### config.mk
export PLATFORM = sky130hd
export DESIGN_NAME = pc_sequencer
export DESIGN_NICKNAME = d
export VERILOG_FILES = /design/src/rtl/pc_sequencer.sv
export SDC_FILE = /design/constraint.sdc
export NUM_CORES = 1
export LEC_CHECK = 0
export ABC_AREA = 1
export CAP_MARGIN = 40
export CORE_ASPECT_RATIO = 1.1
export CORE_MARGIN = 8
export CORE_UTILIZATION = 30
export DETAILED_ROUTE_END_ITERATION = 6
export GPL_TIMING_DRIVEN = 0
export PLACE_DENSITY = 0.49
export SYNTH_ARGS = -nofsm -noshare
export SYNTH_HDL_FRONTEND = slang
export SYNTH_SLANG_ARGS = --single-unit
export TNS_END_PERCENT = 1
### constraint.sdc
create_clock -name clk -period 3.8 [get_ports clk]
set_clock_uncertainty 0.15 [all_clocks]
set_input_delay 0.76 -clock clk [delete_from_list [all_inputs] [get_ports clk]]
set_output_delay 0.76 -clock clk [all_outputs]
set_load 0.005 [all_outputs]
### src/rtl/pc_sequencer.sv
// Fetch/decode control FSM for the 16-bit program counter: drives the counter's
// IN/load/CE, keeps a small return-address stack, and gates instruction fetch.
module pc_sequencer #(
    parameter int unsigned      WIDTH        = 16,
    parameter int unsigned      DEPTH        = 4,
    parameter logic [WIDTH-1:0] RESET_VECTOR = '0
) (
    input  logic             clk,
    input  logic             reset,
    input  logic [WIDTH-1:0] pc_value,
    input  logic             mem_ready,
    input  logic             jump,
    input  logic             call,
    input  logic             ret,
    input  logic             halt,
    input  logic             resume,
    input  logic [WIDTH-1:0] target,
    output logic [WIDTH-1:0] pc_in,
    output logic             pc_load,
    output logic             pc_ce,
    output logic             fetch_req,
    output logic             halted,
    output logic             fault,
    output logic [2:0]       sp
);

    localparam int unsigned AW      = (DEPTH > 1) ? $clog2(DEPTH) : 1;
    localparam logic [3:0]  DEPTH_L = 4'(DEPTH);

    typedef enum logic [2:0] {
        S_VECTOR,
        S_FETCH,
        S_DECODE,
        S_HALT,
        S_FAULT
    } state_t;

    state_t           r_state;
    state_t           w_next;
    logic [WIDTH-1:0] r_stack [2**AW];
    logic [3:0]       r_sp;

    logic             w_push;
    logic             w_pop;
    logic [AW-1:0]    w_top_idx;
    logic [AW-1:0]    w_push_idx;
    logic [WIDTH-1:0] w_ret_addr;

    assign w_top_idx  = AW'(r_sp - 4'd1);
    assign w_push_idx = AW'(r_sp);
    assign w_ret_addr = pc_value + WIDTH'(1);
    // A full 8-entry stack reads back as 0 on the 3-bit occupancy port.
    assign sp         = r_sp[2:0];

    always_comb begin
        w_next    = r_state;
        w_push    = 1'b0;
        w_pop     = 1'b0;
        pc_in     = pc_value;
        pc_load   = 1'b0;
        pc_ce     = 1'b0;
        fetch_req = 1'b0;
        halted    = 1'b0;
        fault     = 1'b0;

        case (r_state)
            S_VECTOR: begin
                pc_in   = RESET_VECTOR;
                pc_load = 1'b1;
                w_next  = S_FETCH;
            end
            S_FETCH: begin
                fetch_req = 1'b1;
                if (mem_ready) w_next = S_DECODE;
            end
            S_DECODE: begin
                // Priority: halt > ret > call > jump > sequential.
                if (halt) begin
                    w_next = S_HALT;
                end else if (ret) begin
                    if (r_sp != '0) begin
                        pc_in   = r_stack[w_top_idx];
                        pc_load = 1'b1;
                        w_pop   = 1'b1;
                        w_next  = S_FETCH;
                    end else begin
                        w_next = S_FAULT;
                    end
                end else if (call) begin
                    if (r_sp < DEPTH_L) begin
                        pc_in   = target;
                        pc_load = 1'b1;
                        w_push  = 1'b1;
                        w_next  = S_FETCH;
                    end else begin
                        w_next = S_FAULT;
                    end
                end else if (jump) begin
                    pc_in   = target;
                    pc_load = 1'b1;
                    w_next  = S_FETCH;
                end else begin
                    pc_ce  = 1'b1;
                    w_next = S_FETCH;
                end
            end
            S_HALT: begin
                halted = 1'b1;
                if (resume) w_next = S_FETCH;
            end
            S_FAULT: begin
                fault = 1'b1;
            end
            default: begin
                w_next = S_VECTOR;
            end
        endcase

        // Reset forces quiet outputs immediately, independent of the clock.
        if (reset) begin
            pc_in     = RESET_VECTOR;
            pc_load   = 1'b0;
            pc_ce     = 1'b0;
            fetch_req = 1'b0;
            halted    = 1'b0;
            fault     = 1'b0;
        end
    end

    always_ff @(posedge clk or posedge reset) begin
        if (reset) begin
            r_state <= S_VECTOR;
            r_sp    <= '0;
        end else begin
            r_state <= w_next;
            if (w_push)
                r_sp <= r_sp + 4'd1;
            else if (w_pop)
                r_sp <= r_sp - 4'd1;
        end
    end

    always_ff @(posedge clk) begin
        if (w_push && !reset)
            r_stack[w_push_idx] <= w_ret_addr;
    end

endmodule

==> results of run 1 <==
==> logic make-up after synthesis <==
| logic type | Yosys count |
|---|---|
| xor gates and xnor gates | 18 |
| buffers and inverters | 58 |
| and+or+nand+nor | 277 |
| AOI/OAI and AO/OA | 27 |
| DFF | 71 |
| adders and majority gates | 5 |
==> metal layers <==
| metal | up-vias | GRT usage [%] | share of wire [%] |
|---|---|---|---|
| li1 | 1652 | - | - |
| met1 | 1516 | 16.9 | 44 |
| met2 | 89 | 25.2 | 49 |
| met3 | 14 | 3.22 | 5.2 |
| met4 | 0 | 5.69 | 1.4 |
| met5 | - | 0 | 0 |
==> final timing paths <==
check,endpoint
setup / recovery,pc_in[13]
hold / removal,r_sp[3]
setup reg to reg,r_stack[0][3]
hold reg to reg,r_sp[3]
max in group asynchronous,r_sp[0]
min in group asynchronous,r_state[2]
==> critical path: stages, from the launching register on <==
cell	delay [ps]
dfrtp_1	410
buf_6	150
inv_1	160
buf_6	200
ha_1	260
buf_6	160
clkinv_4	90
buf_6	180
nand3_1	100
nand2_1	90
nand2_1	50
a21oi_1	140
nor2_1	60
clkdlybuf4s50_1	450
==> cell type report <==
type,instances,share of cell area (%)
Sequential cell,71,40.4
Clock inverter,6,1.45
Tap cell,161,3.88
Inverter,37,2.82
Buffer,21,3.06
Timing Repair Buffer,68,13.3
Clock buffer,10,4.41
Multi-Input combinational cell,327,30.7
==> where the power goes <==
group,switching (W),internal [W],total [W],leakage [nW]
Combinational,0.000970,0.000610,0.00158,1.32
Clock,0.000303,0.000565,0.000869,0.147
Sequential,0.0000442,0.000893,0.000937,0.663
==> cell usage in the layout (no fill, tap or decap), types with 7 or more instances in the layout <==
cell type | synthesis | routed
edfxtp_1 | 64 | 64
buf_6 | 3 | 10
dfrtp_1 | 7 | 7
nand2_1 | 160 | 160
clkdlybuf4s50_1 | 0 | 61
inv_1 | 32 | 32
clkbuf_16 | 0 | 9
nand3b_1 | 16 | 16
a21oi_1 | 17 | 17
nand3_1 | 45 | 45
xor2_1 | 17 | 17
nor2_1 | 38 | 34
o21ai_0 | 7 | 7
==> per-stage QoR <==
stage / utilization, % / power, W / std cells / instance area (sq um) / TNS (ps)
finish: 39.8 / 0.00339 / 701 / 5190 / 0
global route: 39.8 / 0.00360 / 701 / 5190 / -512
CTS: 39.7 / 0.00342 / 701 / 5180 / 0
detailed placement: 37.1 / 0.00248 / 684 / 4840 / -1310
global placement: 36.7 / 0.00247 / 680 / 4780 / -1700
floorplan: - / 0.00189 / 456 / 3950 / 0
==> state kept, by name (all words and copies together) (netlist names) <==
name	count
r_stack	64
r_state	3
r_sp	4
==> timing repair <==
item | 4_1_cts | 5_1_grt
endpoints found under the hold margin | 0 | 0
gates resized for setup | 11 | 2
pin swaps | 1 | 1
setup buffers | 1 | 0
setup endpoints to repair | 16 | 10
==> results_dict.tcl, run 1 <==
set metrics [dict create \
    reg2regPathDepth 8 \
    clk-insertion-delay-late_ps 330 \
    dp_slack_ps -216 \
    synth.top_cell.area_share_pct 48.6 \
    syn_nets 501 \
    ant_nets 0 \
    rrSetupSlack_ps 1230 \
    synthArstFlopShare_pct 9.86 \
    synth_most_common_cell "nand2_1" \
    synthTopCellsByArea "edfxtp_1, nand2_1, nand3_1" \
    yosys.area.top_type "edfxtp_1" \
    arrival_ps 2840 \
    routed_wl_mm 12.2 \
    post_drt_via_cell_ratio 4.67 \
    area_growth_syn_to_layout_pct 31.2 \
    yosysSeqAreaShare_pct 53.1 \
    grt_max_degree 12 \
    hold_viol 0 \
    worst_slew_pin_slew_ps 756 \
    crit_path_start "r_sp[0]" \
    drt_first_pass_iters 5 \
    drive_above_1_share_pct 10.0 \
    ys_types 29 \
    post-route-drc-count 0 \
    track_usage_pct 14.4 \
    min_path_cells 1 \
    num_io_pins 64 \
    setup_viol_count_final 0 \
    synth_top_family_by_area "simple AND/OR/NAND/NOR gates" \
    grt_pass1_wl_mm 18.5 \
    synth_compound_area_share_pct 3.83 \
    syn_avg_cell_area_sq_um 8.67 \
    place.gp.congestion 0.862 \
    synth_xor_area_share_pct 3.99 \
    fillerInstances 1332 \
    status "finished, final reports clean" \
    cp-end-kind "primary output" \
    nets 580 \
    holdWs_ps 367 \
    num_rows 44 \
    yosys_warnings 0 \
    n_antenna_cell 0 \
    io_buffers 63 \
    cts-root-buf "clkbuf_16" \
    htree_levels 3 \
    dieWidth_um 125 \
    synth_common_cells "nand2_1, edfxtp_1, nand3_1, nor2_1, inv_1" \
    rsz0062_at_grt "yes" \
    start_util_pct 30.3 \
    drt_iter0_drc 178 \
    overflow 0 \
    fmax_ghz 0.267 \
    antenna_found_initial 0 \
    ys_seq_elements 71 \
    fin_crit_sh_pct 98.7 \
    syn_area_sq_mm 0.00395 \
    clk_pin_slew_ps 50 \
    die_h_um 136 \
    grt_pass1_vias 3304 \
    cts.sink_count 71 \
    maxCapViolations 0 \
    ys.flop_type "edfxtp_1" \
    powerDensity_mw_per_mm2 653 \
    synth_cells 456 \
    hold_buffers 0 \
    dp_hpwl_mm 8.83 \
    max_slew_margin_pct 49.5 \
    min_path_type "flop to flop" \
    cts_buffers 9 \
    r2r-start "r_state[2]" \
    worstPathMaxFanout 11 \
    slew_viol_final 0 \
    fin_crit_ps 3750 \
    cts_buffer_depth 2 \
    regArea_sq_mm 0.00210 \
    vias 3271 \
    yosys-mux-area-fraction_pct 0 \
    cp.required_ps 2890 \
    worstSetupPathType "flop to primary output" \
    hp-start "r_sp[3]" \
    ir_worst_vdd_mv 0.239 \
    die_area_sq_mm 0.0171 \
    setup_ws_ps 47.9 \
    synth_edf_count 64 \
    synthAdderAreaFrac_pct 1.58 \
    p_leak_nw 2.13 \
    multi_input_area_sq_mm 0.00159 \
    startpoint_type "flop" \
    core_sq_mm 0.0130 \
    synthSimpleGateAreaFrac_pct 30.6 \
    wl_per_cell_um 17.4 \
    cts_tree "done" \
]
No activity file was read; power rests on OpenSTA's default activity.
==> run 2, diff against run 1 <==
--- a/config.mk
+++ b/config.mk
@@ -12,6 +12,7 @@
 export CORE_UTILIZATION = 30
 export DETAILED_ROUTE_END_ITERATION = 6
 export GPL_TIMING_DRIVEN = 0
+export MAX_ROUTING_LAYER = met4
 export PLACE_DENSITY = 0.49
 export SYNTH_ARGS = -nofsm -noshare
 export SYNTH_HDL_FRONTEND = slang
==> run 2 against run 1 <==
Against the previous run:
- sequential share of layout area stayed put
- total power hardly changed
- core utilization stayed put
- non-clock buffer count stayed put
- die area stayed put
- cell area stayed put
- first-iteration DRC count is 6.2% higher
- global-route usage is 0.43 points higher
- largest power group unchanged
==> results_dict.tcl, run 2 (synthesis gave the netlist of run 1 again) <==
set metrics [dict create \
    nets 580 \
    drive_above_1_share_pct 10.0 \
    cts_buffer_depth 2 \
    htree_levels 3 \
    ir_worst_vdd_mv 0.238 \
    arrival_ps 2840 \
    routed_wl_mm 12.2 \
    power_w 0.00338 \
    cp.required_ps 2890 \
    die_h_um 136 \
    fin_crit_sh_pct 98.6 \
    final_common_cell "nand2_1" \
    status "finished, final reports clean" \
    fmax_ghz 0.267 \
    antenna_found_initial 0 \
    clk-insertion-delay-late_ps 330 \
    post-route-drc-count 0 \
    fin_crit_ps 3750 \
    area_growth_syn_to_layout_pct 31.2 \
    overflow 0 \
    clk_pin_slew_ps 50 \
    grt_pass1_vias 3304 \
    cts_buffers 9 \
    num_rows 44 \
    cp-end-kind "primary output" \
    worst_slew_pin_slew_ps 763 \
    grt_max_degree 12 \
    wl_per_cell_um 17.4 \
    rsz0062_at_grt "yes" \
    num_io_pins 64 \
    cts-root-buf "clkbuf_16" \
    p_leak_nw 2.13 \
    fin_util_pct 39.8 \
    worstSetupPathType "flop to primary output" \
    dieWidth_um 125 \
    layout_common_cells "nand2_1, edfxtp_1, clkdlybuf4s50_1" \
    min_path_type "flop to flop" \
    place.gp.congestion 0.876 \
    drt_iter0_drc 189 \
    largest_reg_flops 64 \
    die_area_sq_mm 0.0171 \
    vias 3293 \
    max_slew_margin_pct 49.1 \
    drt_first_pass_iters 5 \
    maxCapViolations 0 \
    powerDensity_mw_per_mm2 652 \
    start_util_pct 30.3 \
    cts.sink_count 71 \
    n_antenna_cell 0 \
    cts_tree "done" \
    post_drt_via_cell_ratio 4.70 \
    core_sq_mm 0.0130 \
    hold_viol 0 \
    reg.largest.list "r_stack x64, r_sp x4, r_state x3" \
    top_register "r_stack" \
    grt_pass1_wl_mm 18.5 \
    track_usage_pct 14.8 \
    dp_hpwl_mm 8.83 \
    io_buffers 63 \
    post_dp_cell_area_sq_mm 0.00484 \
    setup_viol_count_final 0 \
    fin_area_sq_mm 0.00519 \
    ant_nets 0 \
    slew_viol_final 0 \
    worstPathMaxFanout 11 \
    startpoint_type "flop" \
]
==> run 2: power by group <==
| group | internal [W] | switching (W) |
|---|---|---|
| logic | 0.000610 | 0.000968 |
| registers | 0.000893 | 0.0000445 |
| clock network | 0.000565 | 0.000302 |
| total | 0.00207 | 0.00131 |
==> run 2: layout make-up <==
| cell class | instances | area, sq um |
|---|---|---|
| fill | 1332 | 7860 |
| clock inverter | 6 | 75.1 |
| clock buffer | 10 | 229 |
| inverter | 37 | 146 |
| sequential | 71 | 2100 |
| tap | 161 | 201 |
| multi-input combinational | 327 | 1590 |
| timing repair buffer | 68 | 688 |
| buffer | 21 | 159 |
==> run 2: path summary, 6_finish.rpt <==
kind	startpoint	end	slack [ps]	cells after the start
setup / recovery	r_sp[0]	pc_in[13]	50	13
hold / removal	r_sp[3]	r_sp[3]	370	1
setup reg to reg	r_state[2]	r_stack[0][3]	1220	8
hold reg to reg	r_sp[3]	r_sp[3]	370	1
max in group asynchronous	reset	r_sp[0]	2490	2
min in group asynchronous	reset	r_state[2]	760	2
==> run 2: worst max-delay path, stage by stage, from the launching register on <==
cell,delay [ps]
dfrtp_1,410
buf_6,150
inv_1,160
buf_6,200
ha_1,260
buf_6,160
clkinv_4,100
buf_6,170
nand3_1,100
nand2_1,90
nand2_1,50
a21oi_1,140
nor2_1,60
clkdlybuf4s50_1,450
==> run 2: repair_timing <==
item                       CTS  global route
hold endpoints to repair     0             0
hold buffers                 0             0
pin swaps                    1             1
setup endpoints to repair   16            10
buffers inserted             1             0
gates resized for setup     11             2
==> run 2: per-layer routing <==
layer / track usage [%] / wire length, um
met3: 2.63 / 537
met2: 25.2 / 6040
met4: 5.69 / 163
met1: 17.3 / 5450
met5: - / 0
==> run 2: metrics by stage <==
| step | setup slack (ps) | hold WS, ps | cells | TNS (ps) |
|---|---|---|---|---|
| after floorplan | 973 | 330 | 456 | 0 |
| after global placement | -191 | 350 | 680 | -1700 |
| after detailed placement | -216 | 357 | 684 | -1310 |
| after CTS | 13.6 | 367 | 701 | 0 |
| after global routing | -91.7 | 392 | 701 | -501 |
| final | 54.9 | 367 | 701 | 0 |
==> run 3, diff against run 2 <==
--- a/config.mk
+++ b/config.mk
@@ -10,6 +10,7 @@
 export CORE_ASPECT_RATIO = 1.1
 export CORE_MARGIN = 8
 export CORE_UTILIZATION = 30
+export CTS_BUF_LIST = sky130_fd_sc_hd__clkbuf_8 sky130_fd_sc_hd__clkbuf_16
 export DETAILED_ROUTE_END_ITERATION = 6
 export GPL_TIMING_DRIVEN = 0
 export MAX_ROUTING_LAYER = met4
==> run 3 against run 2 <==
Against the previous run:
- setup slack worse by 12 ps
- fmax fell by 0.31%
- via count fell by 0.39%
- worst hold slack hardly changed
- total power hardly changed
- clock power barely moved
- register-to-register slack about the same
- flip-flop and latch count is the same
- final cell count is the same
- sequential power hardly changed
- largest cell class unchanged
- largest power group unchanged
- highest routed layer unchanged
==> results_dict.tcl, run 3 (synthesis gave the netlist of run 1 again) <==
set metrics [dict create \
    fmax_ghz 0.266 \
    worstPathMaxFanout 11 \
    drive_above_1_share_pct 10.0 \
    grt_pass1_vias 3304 \
    cp-end-kind "primary output" \
    start_util_pct 30.3 \
    track_usage_pct 14.8 \
    ant_nets 0 \
    grt_pass1_wl_mm 18.5 \
    num_io_pins 64 \
    area_growth_syn_to_layout_pct 31.2 \
    ir_worst_vdd_mv 0.238 \
    fin_crit_sh_pct 98.9 \
    setup_ws_ps 43.2 \
    vias 3280 \
    fillerInstances 1332 \
    reg.largest.list "r_stack x64, r_sp x4, r_state x3" \
    grt_max_degree 12 \
    worstSetupPathType "flop to primary output" \
    dieWidth_um 125 \
    cts_buffer_depth 2 \
    layout_common_cells "nand2_1, edfxtp_1, clkdlybuf4s50_1" \
    gr-usage-met2_pct 25.2 \
    holdWs_ps 367 \
    largest_reg_flops 64 \
    grt.busiest_layer "met2" \
    drt_first_pass_iters 5 \
    post_drt_via_cell_ratio 4.68 \
    powerDensity_mw_per_mm2 652 \
    dp_hpwl_mm 8.83 \
    drt_iter0_drc 188 \
    p_leak_nw 2.13 \
    fin_util_pct 39.8 \
    power_w 0.00338 \
    wl_per_cell_um 17.4 \
    cts_tree "done" \
    cts.sink_count 71 \
    post-route-drc-count 0 \
    htree_levels 3 \
    arrival_ps 2850 \
    rrSetupSlack_ps 1220 \
    startpoint_type "flop" \
    hold_viol 0 \
    min_path_type "flop to flop" \
    io_buffers 63 \
    die_area_sq_mm 0.0171 \
    clk_pin_slew_ps 50 \
    n_antenna_cell 0 \
    routed_wl_mm 12.2 \
    met1_usage_pct 17.3 \
    core_sq_mm 0.0130 \
    max_slew_margin_pct 48.8 \
    cts_buffers 9 \
    overflow 0 \
    grt_use_met3_pct 2.63 \
    status "finished, final reports clean" \
    cts-root-buf "clkbuf_16" \
    final_common_cell "nand2_1" \
    fin_crit_ps 3760 \
    worst_slew_pin_slew_ps 767 \
    slew_viol_final 0 \
    rsz0062_at_grt "yes" \
    setup_viol_count_final 0 \
    top_register "r_stack" \
    maxCapViolations 0 \
    place.gp.congestion 0.876 \
    clk-insertion-delay-late_ps 330 \
    nets 580 \
    antenna_found_initial 0 \
    cp.required_ps 2890 \
    die_h_um 136 \
    dp_slack_ps -216 \
    num_rows 44 \
    hold_buffers 0 \
]
run 3: where the power goes:
part	total [W]	switching (W)	leakage, nW	internal, W
sequential	0.000937	0.0000443	0.663	0.000893
combinational	0.00158	0.000971	1.32	0.000610
clock	0.000865	0.000303	0.151	0.000563
run 3: worst paths after layout:
check                            from            end  cells after the start
max                           r_sp[0]      pc_in[13]                     13
min                           r_sp[3]        r_sp[3]                      1
max reg2reg                r_state[2]  r_stack[0][3]                      8
min reg2reg                   r_sp[3]        r_sp[3]                      1
max in group asynchronous       reset        r_sp[0]                      2
min in group asynchronous       reset     r_state[2]                      2
run 3: cell type report:
type	instances	area, sq um	area share [%]
Buffer	21	159	3.06
Clock buffer	9	225	4.34
Clock inverter	7	78.8	1.52
Inverter	37	146	2.82
Multi-Input combinational cell	327	1590	30.7
Sequential cell	71	2100	40.4
Tap cell	161	201	3.88
Timing Repair Buffer	68	688	13.3
run 3: metal layers:
metal	up-vias	wire length [um]	share of wire (%)
li1	1654	-	-
met1	1528	5460	45
met2	85	6040	50
met3	13	519	4.3
met4	0	163	1.3
met5	-	0	0
run 3: through the flow:
stage | instances | area, sq um | setup TNS (ps)
floorplan | 456 | 3950 | 0
global placement | 680 | 4780 | -1700
detailed placement | 684 | 4840 | -1310
CTS | 701 | 5180 | 0
global route | 701 | 5190 | -501
finish | 701 | 5190 | 0
run 3: timing repair:
item	in CTS	in global routing
endpoints found under the setup margin	16	10
pin swaps	1	1
gates resized for setup	11	2
buffers inserted	1	0
run 3: worst max-delay path: stages (launching register included):
cell             delay [ps]
dfrtp_1                 410
buf_6                   150
inv_1                   160
buf_6                   200
ha_1                    260
buf_6                   160
clkinv_4                100
buf_6                   180
nand3_1                 100
nand2_1                  90
nand2_1                  50
a21oi_1                 140
nor2_1                   60
clkdlybuf4s50_1         450
==> RTL edit: new RTL, settings of run 3 <==
Reset style: synchronous (`reset`), changed in one clocked block.
--- a/src/rtl/pc_sequencer.sv
+++ b/src/rtl/pc_sequencer.sv
@@ -127,7 +127,7 @@
         end
     end
 
-    always_ff @(posedge clk or posedge reset) begin
+    always_ff @(posedge clk) begin
         if (reset) begin
             r_state <= S_VECTOR;
             r_sp    <= '0;
Function: differs if reset is asserted again (counterexample within 4 cycles, from zero or initial values and one cycle with reset high); with reset held inactive, the same outputs for 4 cycles.
==> RTL edit against run 3 <==
Area after synthesis up 2.5%. Setup slack gained 0.099 ns. Sequential share of layout area shrank 1.3 points. Non-clock buffer count shrank 3. Largest cell class unchanged. Critical path type is now input port to primary output. Synthesized cell count up 2.9%. Design area increased by 1.5%. Final cell count rose by 1.4%. Routed wire length is 3.5% lower. Sequential cell count is the same.
Power is not compared: it rests on default switching activity, and its combinational part moved more than twofold at a synthesized area within 25%.
==> RTL edit: results (changes against run 3) <==
- Clk buf depth: 2 (unchanged)
- Peak supply drop: 0.210 mV
- WL per Instance: 16.5 µm (-4.9%)
- Dpl cells: 696 (+1.8%)
- Vias: 3359 (+2.4%)
- N_diodes: 0 (unchanged)
- Synth Instances: 469 (+2.9%)
- Vias per cell: 4.72 (+0.97%)
- Worst path arrival time: 2.75 ns (-0.10 ns)
- P_int: 0.00170 W
- Crit path max fanout: 10 (-1)
- Post-synth EDFFs: 64 (unchanged)
- Postcts setup bufs: 0 (-1)
- Syn nets: 514 (+2.6%)
- H-tree levels: 3 (unchanged)
- Synth cell types: 32 (+10%)
- CTS buffer count: 9 (unchanged)
- CP max stage cell: buf_1
- Drt pass-1 iters: 4 (-1)
- Final layout net count: 590 (+1.7%)
- Post-DP HPWL: 8640 µm (-2.1%)
- Dpl ws: 0.111 ns (+0.327 ns)
- Final GP Congestion: 0.863 (-1.6%)
- All-Layer GR Usage: 14.5% (-0.32 points)
- Initial antenna violation count: 0 (unchanged)
- Outcome: completed
- Commonest cells in the netlist: nand2_1, edfxtp_1, nand3_1, nor2_1, inv_1
- Sequential fraction of the synthesis area: 50.9% (-2.2 points)
- Crit-path leading delay family: buffers and inverters
- Top cells by area, synth: edfxtp_1, nand2_1, nand3_1
- Number of I/O port buffers: 62 (-1.6%)
- First-pass GRT wire length: 18700 µm (+0.89%)
- Comb pwr: 0.000599 W
- Async set-reset flop share out of synthesis: 0% (-9.9 points)
- DR iter-0 viols: 216 (+15%)
- Sequential power share: a little under two fifths
- Placed cell areas: 4940 µm² (+2.1%)
- Slew @ Worst Pin: 0.629 ns (-0.138 ns)
- FILL cells: 1355 (+1.7%)
- Number of global-route vias before repair: 3339 (+1.1%)
- Hold Crit Depth: 2 (+1)
- R2R depth: 6 (-2)
- Slowest stage delay, CP: 0.49 ns (+0.04 ns)
- Layout cells sized above 1: 14.4% (+4.4 points)
- Largest net degree at the start of global routing: 12 (unchanged)
- Post-synth top flop: edfxtp_1
==> RTL edit: cell types whose count changed after synthesis, moves of 5 or more <==
cell,run 3,this run
clkbuf_1,5,0
dfrtp_1,7,0
dfxtp_1,0,7
nand2_1,160,149
nand2_2,4,15
nor2_2,1,6
==> RTL edit: final cells by class <==
cell class              count  area [µm²]  share of cell area (%)
plain buffers              20         168                    3.18
clock buffers               9         225                    4.28
clock inverters             7        80.1                    1.52
inverters                  42         165                    3.14
multi-input cells         335        1680                    32.0
flip-flops and latches     71        2060                    39.2
well taps                 161         201                    3.82
repair buffers             66         681                    12.9
==> RTL edit: repair_timing <==
| item | CTS | global route |
|---|---|---|
| pin swaps | 0 | 0 |
| setup endpoints to repair | 9 | 11 |
| resized for setup | 4 | 5 |
==> RTL edit: cell families after synthesis <==
kind of cell / share of synthesized area, %
adder cells (fa/ha/maj): 1.54
flip-flops: 50.9
buffers and inverters: 7.87
XOR/XNOR: 2.81
AND/OR/NAND/NOR: 33.3
AO/OA/AOI/OAI: 3.61
==> RTL edit: worst register-to-register path, cell delays in order (launching register included) <==
cell and delay [ns]:
dfxtp_1 0.38, nor2_4 0.17, nand2_2 0.11, nor2_4 0.15
nand3_1 0.19, nor2_2 0.55, buf_8 0.23
==> RTL edit: final timing paths <==
| check | endpoint | startpoint | slack, ns |
|---|---|---|---|
| setup / recovery | pc_in[8] | ret | 0.14 |
| hold / removal | r_sp[3] | r_sp[3] | 0.41 |
| setup reg to reg | r_stack[1][10] | r_state[0] | 1.58 |
| hold reg to reg | r_sp[3] | r_sp[3] | 0.41 |
==> RTL edit: metal layers <==
layer  GRT usage (%)  routed length [µm]
met1            17.6                5300
met2            24.1                5730
met5               -                   0
met3            3.31                 611
met4            3.64                 125
